--- src/rtl/bram_rd_sched.sv ---
// Read-port scheduler: round-robin grants of BEATS-long bursts to the shared BRAM read port,
// with a tag FIFO steering returned beats to their owners. Optional macro: BRAM_RD_SCHED_PRIO_EN.
module bram_rd_sched #(
    parameter int NREQ            = 4,
    parameter int DATA_WIDTH      = 64,
    parameter int channels_width  = 1,
    parameter int l1_nstrms_width = 4,
    parameter int l1_ncl_width    = 4,
    parameter int WAYS_WIDTH      = 3,
    parameter int BEATS           = 8,
    parameter int TAG_DEPTH       = 8
) (
    input  logic                              clk,
    input  logic                              reset_n,
    input  logic [NREQ-1:0]                   req_v,
    output logic [NREQ-1:0]                   req_r,
    input  logic [NREQ*channels_width-1:0]    req_ch,
    input  logic [NREQ*l1_nstrms_width-1:0]   req_st,
    input  logic [NREQ*l1_ncl_width-1:0]      req_cl,
    output logic                              m_v,
    input  logic                              m_r,
    output logic [channels_width-1:0]         m_ra_ch,
    output logic [l1_nstrms_width-1:0]        m_ra_st,
    output logic [l1_ncl_width-1:0]           m_ra_cl,
    output logic [WAYS_WIDTH-1:0]             m_ra_of,
    input  logic                              s_v,
    output logic                              s_r,
    input  logic [2*DATA_WIDTH-1:0]           s_rd,
    output logic [NREQ-1:0]                   rsp_v,
    input  logic [NREQ-1:0]                   rsp_r,
    output logic [2*DATA_WIDTH-1:0]           rsp_d,
    output logic                              rsp_last,
    output logic                              err
);

    localparam int GW = (NREQ > 1) ? $clog2(NREQ) : 1;
    localparam int PW = (TAG_DEPTH > 1) ? $clog2(TAG_DEPTH) : 1;
    localparam int CW = PW + 1;

    localparam logic [0:0] ST_IDLE  = 1'b0;
    localparam logic [0:0] ST_BURST = 1'b1;

    logic [0:0]                 state_q, state_d;
    logic [GW-1:0]              rr_q, rr_d;
    logic [WAYS_WIDTH-1:0]      beat_q, beat_d;
    logic [GW-1:0]              owner_q, owner_d;
    logic [channels_width-1:0]  ch_q, ch_d;
    logic [l1_nstrms_width-1:0] st_q, st_d;
    logic [l1_ncl_width-1:0]    cl_q, cl_d;
    logic                       err_q, err_d;

    logic [GW:0]                tag_mem_q [TAG_DEPTH];
    logic [PW-1:0]              wr_ptr_q, wr_ptr_d;
    logic [PW-1:0]              rd_ptr_q, rd_ptr_d;
    logic [CW-1:0]              cnt_q, cnt_d;
    logic                       full_q, full_d;
    logic                       empty_q, empty_d;

    logic [NREQ-1:0]            rr_req;
    logic                       prio_hit;
    logic                       gnt_vld;
    logic [GW-1:0]              gnt_idx;
    logic [NREQ-1:0]            req_r_raw;
    logic                       m_v_raw;
    logic                       push, pop;
    logic [GW:0]                tag_wdata;
    logic [GW:0]                head;
    logic [GW-1:0]              head_own;

`ifdef BRAM_RD_SCHED_PRIO_EN
    // Requester 0 bypasses the rotation; the pointer only cycles over 1..NREQ-1.
    assign rr_req   = req_v & {{(NREQ-1){1'b1}}, 1'b0};
    assign prio_hit = req_v[0];
`else
    assign rr_req   = req_v;
    assign prio_hit = 1'b0;
`endif

    always_comb begin
        gnt_vld = 1'b0;
        gnt_idx = '0;
        if (prio_hit) begin
            gnt_vld = 1'b1;
        end else begin
            for (int i = 0; i < NREQ; i++) begin
                if (!gnt_vld && rr_req[(int'(rr_q) + i) % NREQ]) begin
                    gnt_vld = 1'b1;
                    gnt_idx = GW'((int'(rr_q) + i) % NREQ);
                end
            end
        end
    end

    always_comb begin
        state_d   = state_q;
        rr_d      = rr_q;
        beat_d    = beat_q;
        owner_d   = owner_q;
        ch_d      = ch_q;
        st_d      = st_q;
        cl_d      = cl_q;
        req_r_raw = '0;
        m_v_raw   = 1'b0;
        case (state_q)
            ST_IDLE: begin
                if (gnt_vld) begin
                    req_r_raw = NREQ'(1) << gnt_idx;
                    owner_d   = gnt_idx;
                    ch_d      = req_ch[gnt_idx*channels_width +: channels_width];
                    st_d      = req_st[gnt_idx*l1_nstrms_width +: l1_nstrms_width];
                    cl_d      = req_cl[gnt_idx*l1_ncl_width +: l1_ncl_width];
                    beat_d    = '0;
                    state_d   = ST_BURST;
                    if (!prio_hit) begin
                        rr_d = (gnt_idx == GW'(NREQ-1)) ? '0 : gnt_idx + 1'b1;
                    end
                end
            end
            ST_BURST: begin
                m_v_raw = !full_q;
                if (!full_q && m_r) begin
                    beat_d = beat_q + 1'b1;
                    if (beat_q == WAYS_WIDTH'(BEATS-1)) begin
                        state_d = ST_IDLE;
                    end
                end
            end
            default: state_d = ST_IDLE;
        endcase
    end

    // Handshake outputs are forced low while reset is held, independent of stale state.
    assign req_r     = reset_n ? req_r_raw : '0;
    assign m_v       = reset_n & m_v_raw;
    assign push      = m_v & m_r;
    assign tag_wdata = {owner_q, beat_q == WAYS_WIDTH'(BEATS-1)};

    assign m_ra_ch = ch_q;
    assign m_ra_st = st_q;
    assign m_ra_cl = cl_q;
    assign m_ra_of = beat_q;

    assign head     = tag_mem_q[rd_ptr_q];
    assign head_own = head[GW:1];
    assign rsp_d    = s_rd;

    always_comb begin
        rsp_v    = '0;
        s_r      = 1'b0;
        rsp_last = 1'b0;
        pop      = 1'b0;
        if (reset_n) begin
            if (empty_q) begin
                s_r = 1'b1;
            end else begin
                s_r      = rsp_r[head_own];
                rsp_v    = s_v ? (NREQ'(1) << head_own) : '0;
                rsp_last = head[0];
                pop      = s_v & rsp_r[head_own];
            end
        end
    end

    assign err = err_q;

    always_comb begin
        err_d    = err_q | (empty_q & s_v);
        wr_ptr_d = push ? wr_ptr_q + 1'b1 : wr_ptr_q;
        rd_ptr_d = pop  ? rd_ptr_q + 1'b1 : rd_ptr_q;
        cnt_d    = cnt_q;
        if (push && !pop) begin
            cnt_d = cnt_q + 1'b1;
        end else if (pop && !push) begin
            cnt_d = cnt_q - 1'b1;
        end
        full_d  = (cnt_d == CW'(TAG_DEPTH));
        empty_d = (cnt_d == '0);
    end

    // Control state: synchronous active-low reset.
    always_ff @(posedge clk) begin
        if (!reset_n) begin
            state_q  <= ST_IDLE;
            rr_q     <= '0;
            beat_q   <= '0;
            err_q    <= 1'b0;
            wr_ptr_q <= '0;
            rd_ptr_q <= '0;
            cnt_q    <= '0;
            full_q   <= 1'b0;
            empty_q  <= 1'b1;
        end else begin
            state_q  <= state_d;
            rr_q     <= rr_d;
            beat_q   <= beat_d;
            err_q    <= err_d;
            wr_ptr_q <= wr_ptr_d;
            rd_ptr_q <= rd_ptr_d;
            cnt_q    <= cnt_d;
            full_q   <= full_d;
            empty_q  <= empty_d;
        end
    end

    // Burst fields and tag storage carry data only; no reset needed.
    always_ff @(posedge clk) begin
        owner_q <= owner_d;
        ch_q    <= ch_d;
        st_q    <= st_d;
        cl_q    <= cl_d;
        if (push) begin
            tag_mem_q[wr_ptr_q] <= tag_wdata;
        end
    end

endmodule

--- config.mk ---
export PLATFORM = sky130hd
export DESIGN_NAME = bram_rd_sched
export DESIGN_NICKNAME = d
export VERILOG_FILES = /design/src/rtl/bram_rd_sched.sv
export SDC_FILE = /design/constraint.sdc
export NUM_CORES = 1
export LEC_CHECK = 0
export CORE_AREA = 2 2 127 129
export DETAILED_ROUTE_END_ITERATION = 8
export DIE_AREA = 0 0 129 131
export DONT_BUFFER_PORTS = 1
export PLACE_DENSITY = 0.46
export SLEW_MARGIN = 30
export SYNTH_ARGS = -nofsm -noshare
export SYNTH_HDL_FRONTEND = slang
export SYNTH_SLANG_ARGS = --single-unit
--- constraint.sdc ---
create_clock -name clk -period 3.4 [get_ports clk]
set_clock_uncertainty 0.1 [all_clocks]
set_input_delay 0.51 -clock clk [delete_from_list [all_inputs] [get_ports clk]]
set_output_delay 0.51 -clock clk [all_outputs]
set_load 0.005 [all_outputs]
==> results.yml <==
outcome:
  status: "finished, final reports clean"
logic_synthesis:
  yosysWarnings: 0
  yosysTopAreaCellShare_pct: 28.0
  syn_inst: 384
  synth.distinct_cells: 44
  seq_area_frac_synth_pct: 39.7
  synth_seq_cells: 57
  synth_nets: 570
  synth.area.top_cells: "edfxtp_1 28%, buf_4 26%, dfxtp_1 12%, nand2_1 3.8%, ha_1 3.3%"
  avgSynthCellArea_um2: 9.78
  yosysTopAreaCell: "edfxtp_1"
  syn_area_um2: 3760
timing:
  fmax_mhz: 350
  max_slew_margin_pct: 42.2
  hold_violations: 0
  final.setup.worst_slack_ns: 0.540
  final-setup-viol-count: 0
  min_period_ns: 2.86
  slew_violations: 0
  rsz0062_at_grt: "no"
  period_share_pct: 84.1
  worstMarginPinSlew_ns: 0.858
  finalSetupTns_ns: 0
placed_design:
  dp.cells: 468
  dp_hpwl_mm: 12.9
  place_area_um2: 3060
  pre_cts_ws_ns: 0.601
  port_buffers: 0
  gp_congestion: 0.872
cells_and_area:
  area_growth_syn_to_layout_pct: -10.8
  fillCellCount: 1683
  most-common-layout-cells: "38 x nand2_1, 35 x edfxtp_1, 24 x nor2_1"
  fin_nets: 449
  instances_no_fill: 484
  mostFrequentLayoutCell: "nand2_1"
  stdcell_area_um2: 3350
  drive_gt1_share_pct: 13.4
  antennaDiodeCount: 0
clocking:
  root_buffer: "clkbuf_16"
  cts-resized-gates: 0
  cts_hold_buffers: 0
  postCtsSetupRepairBufs: 0
  insertion_delay_ns: 0.33
  cts_tree: "built"
  max-clock-path-buffers: 2
  clkSinkCount: 57
  cts_made_buffers: 9
  clkTransAtPathRegs_ns: 0.05
  htreeDepth: 3
grt:
  gr-total-overflow: 0
  grt_pass1_wl_mm: 19.1
  grt_pass1_vias: 2073
  grt_start_max_net_pins: 22
  antenna_found_initial: 0
  track_usage_pct: 17.6
routing:
  vias: 2194
  routed_via_density: 4.53
  ant_nets: 0
  routed_wl_mm: 15.1
  drc: 0
  initialDrtViolationCount: 115
  wire_per_inst_um: 31.3
  drt_pass1_iterations: 4
worst_setup_path:
  cp-end-kind: "output pin"
  crit_chain: "inv_1, a22oi_1, o221ai_1, nor2_2, inv_2, ha_1, and3_1"
  worst-path-max-fanout: 13
  worst-path-buf-inv: 2
  cpPeakStageDelay_ns: 0.56
  cp-start-kind: "flop"
  arrival_ns: 2.25
  crit_required_ns: 2.79
  cp_slowest_cell: "nor2_2"
  cp_top_family: "simple AND/OR/NAND/NOR gates"
  crit_type: "flop to output pin"
run:
  drv_cap: 0
min_path:
  hp-class: "input pin to flop"
floorplan:
  dieArea_um2: 16900
  core_area_um2: 15600
  die_h_um: 131
  die_w_um: 129
  rows: 46
  ios: 328
  start_util_pct: 24.1
pwr:
  p_leak_nw: 1.14
  power_mw: 1.88
  p_per_area_nw_per_um2: 561
  worst_ir_drop_vdd_v: 0.000219
## cell type report
cell class	count	area (µm²)	area share, %
multi-input cells	179	1220	36.3
clock buffers	11	254	7.58
flip-flops and latches	57	1490	44.5
repair buffers	6	45.0	1.34
well taps	216	270	8.06
inverters	10	37.5	1.12
clock inverters	5	36.3	1.08
## where the power goes
| group | internal [mW] | switching, mW |
|---|---|---|
| combinational | 0.0743 | 0.121 |
| sequential | 0.781 | 0.0376 |
| clock | 0.539 | 0.329 |
| total | 1.39 | 0.487 |
## layer usage
layer	GRT usage [%]	part of all wire (%)	vias to the layer above
met2	23.9	43	245
met5	9.12	1.4	-
met1	11.7	23	991
met4	4.99	1.0	4
met3	28.0	32	14
li1	-	-	940
## cells by family (layout without fill, tap and decap cells)
group / count (synthesis) / count (layout) / synth area share, %
buf+inv: 148 / 32 / 28.0
xor+xnor: 9 / 9 / 2.30
fa+ha+maj: 10 / 10 / 3.33
mux: 19 / 19 / 7.19
simple gates: 102 / 102 / 12.9
compound gates: 39 / 39 / 6.63
flops: 57 / 57 / 39.7
## flip-flops by register name, summed over array words and instances, names as in the netlist, named ones only
signal,cells
cnt_q,4
empty_q,1
err,1
full_q,1
m_ra_ch,1
m_ra_cl,4
m_ra_of,3
m_ra_st,4
owner_q,2
rd_ptr_q,3
rr_q,2
state_q,1
tag_mem_q,24
wr_ptr_q,3
## worst paths after layout
check / end / start / cells past startpoint / slack [ns]
worst max-delay path: req_r[0] / rr_q[1]$_SDFFE_PN0P_ / 7 / 0.54
worst min-delay path: empty_q$_SDFF_PN1_ / reset_n / 1 / 0.16
worst max register to register: full_q$_SDFF_PN0_ / flop / 8 / 0.60
worst min register to register: err$_SDFF_PN0_ / err$_SDFF_PN0_ / 2 / 0.40
## worst register-to-register path: cells and delay by family, from the launching register on
kind / cells / cell delay (ns)
AOI/OAI and AO/OA: 1 / 0.17
xor gates and xnor gates: 1 / 0.18
DFF: 1 / 0.60
and+or+nand+nor: 2 / 0.31
buffers and inverters: 1 / 0.23
muxes: 3 / 1.11
## Yosys cell counts (all sizes together)
cell / n
dfxtp: 22
xnor2: 4
and4bb: 1
o31ai: 1
nand2b: 3
nor4: 2
or2: 2
a211oi: 10
mux4: 5
clkbuf: 7
a221oi: 1
mux2i: 13
edfxtp: 35
nor3: 6
a22oi: 1
o22ai: 1
buf: 131
nor2: 25
and3: 4
mux2: 1
inv: 10
ha: 10
a31oi: 10
nor3b: 2
or3: 1
nand4: 1
o221ai: 1
nand3: 4
o211ai: 1
and2: 11
nand3b: 1
o21ai: 2
nand2: 38
a21oi: 11
xor2: 5
or4: 1
## through the flow
| stage | util [%] | hold slack, ns |
|---|---|---|
| 2_1_floorplan | - | 0.360 |
| 3_3_place_gp | 19.6 | 0.387 |
| 3_5_place_dp | 19.6 | 0.397 |
| 4_1_cts | 21.5 | 0.147 |
| 5_1_grt | 21.5 | 0.150 |
| 6_report | 21.5 | 0.163 |
Power figures use the tool's default switching activity.
==> patch, RTL diff (config.mk and constraints unchanged) <==
The parameter `l1_nstrms_width` goes from 4 to 5.
--- a/src/rtl/bram_rd_sched.sv
+++ b/src/rtl/bram_rd_sched.sv
@@ -5,5 +5,5 @@
     parameter int DATA_WIDTH      = 64,
     parameter int channels_width  = 1,
-    parameter int l1_nstrms_width = 4,
+    parameter int l1_nstrms_width = 5,
     parameter int l1_ncl_width    = 4,
     parameter int WAYS_WIDTH      = 3,
Ports: changed (resized m_ra_st and req_st); port bits go from 328 to 333. No check against the original RTL was run, so the function may have changed too.
==> patch against the unedited design <==
Area after synthesis rose by 1.3%; combinational power rose by 2%; design area rose by 2.5%; setup slack got worse by 0.089 ns; largest power group unchanged; sequential power rose by 2%; total power rose by 4.5%; critical path type unchanged; register-to-register slack got worse by 0.05 ns; critical path depth did not move; sequential cell count rose by 1; routed wire length fell by 10%.
==> patch: results (changes against the unedited design) <==
* Outcome: finished, final reports clean
* List of most frequent post-synthesis cells: buf_4, nand2_1, edfxtp_1, nor2_1, dfxtp_1
- The total routed wire length on the met1 layer was 3850 µm (+9.4%).
* Worst Setup EP: req_r[3]
- The count of flip-flops with a built-in enable after synthesis was 36 (+2.9%).
- Number of global-route vias before repair: 1974 (-4.8%)
- For this design, the slowest cell found on the critical path is dfxtp_1.
- The final worst slack came to 0.451 ns (-0.0887 ns).
- After detailed routing, no signal wire sits above met4.
* DR WL met2: 5880 µm (-9.1%)
* Compound-Gate Fraction of Synth Area: 6.90% (+0.28 points)
- The count of different cell masters after synthesis was 39 (-11%).
- The post-synthesis net count was 581 (+1.9%).
- The overall track demand over capacity in global routing came to 15.4% (-2.1 points).
- Net count reported at finish: 459 (+2.2%)
* Antenna fix cells: 0 (unchanged)
* Final GP Congestion: 0.752 (-14%)
- Wirelength per Cell: 27.8 µm (-11%)
- Met3 Use GR: 21.3% (-6.7 points)
- The share of synthesized area occupied by flip-flops and latches came to 40.0% (+0.28 points).
- HPWL reported at the end of detailed placement: 11700 µm (-9.7%)
- Compared with the post-synthesis result, the final layout area differs by -9.70%.
* Placement Cell Area: 3110 µm² (+1.6%)
- The transition time at the pin with the least slew margin came to 0.618 ns (-0.241 ns).
* Cell types occupying the most area after synthesis: edfxtp_1, buf_4, dfxtp_1
- The routed wire length was 13600 µm (-10%).
- Maximum fanout encountered on the critical timing path: 23 (+10)
* Pin count of the biggest net entering global routing: 24 (+9.1%)
* Number of buffers inserted during clock tree synthesis: 9 (unchanged)
- The final hold slack is 0.165 ns (+0.00235 ns).
- Met1 GRT Util: 12.8% (+1.1 points)
- Clock H-tree levels: 3 (unchanged)
- Vias per cell: 4.47 (-1.5%)
- Filler cell count: 1686 (+0.18%)
* Reg-to-reg slack, setup: 0.55 ns (-0.05 ns)
- Placed instance count: 474 (+1.3%)
* Count of routing violations after the opening detailed-route iteration: 62 (-46%)
- Slowest Stage Delay on Critical Path: 0.48 ns (-0.08 ns)
- Post-CTS Repair Setup Buffers: 0 (unchanged)
- The post-synthesis share of cell area spent on full adders, half adders and majority gates was 3.29% (-0.043 points).
- The multiplexer share of the synthesized area was 6.97% (-0.22 points).
- The leakage power figure was 1.19 nW (+4.4%).
* WP data arrival: 2.34 ns (+0.09 ns)
- Met2 routing resource usage after global routing: 21.2% (-2.6 points)
- Peak VDD IR: 0.225 mV (+2.3%)
- The total length of routed met3 wires came to 3680 µm (-23%).
- Average cell area after synthesis: 9.73 µm² (-0.51%)
* Fraction of layout instances using a drive strength above 1: 10.6% (-2.8 points)
- The post-place setup slack was 0.443 ns (-0.158 ns).
[patch: final cells by class]
| type | count | area share (%) |
|---|---|---|
| Sequential cell | 58 | 44.3 |
| Timing Repair Buffer | 6 | 1.31 |
| Inverter | 10 | 1.09 |
| Clock buffer | 14 | 8.92 |
| Clock inverter | 2 | 0.364 |
| Tap cell | 216 | 7.86 |
| Multi-Input combinational cell | 184 | 36.2 |
[patch: report_power, final]
part	internal, mW	switching [mW]	leakage [nW]
logic	0.0767	0.122	0.530
clock network	0.622	0.308	0.160
registers	0.798	0.0384	0.502
[patch: cells by family after synthesis]
group	after synthesis
flip-flops	58
multiplexers	19
AO/OA/AOI/OAI	41
adder cells (fa/ha/maj)	10
XOR/XNOR	9
AND/OR/NAND/NOR	105
buffers and inverters	149
[patch: worst max-delay path: cells and delay by family (launching register included)]
kind	cells	cell delay [ns]
buffers and inverters	1	0.44
adders and majority gates	1	0.31
and+or+nand+nor	2	0.30
DFF	1	0.48
AOI/OAI and AO/OA	3	0.47
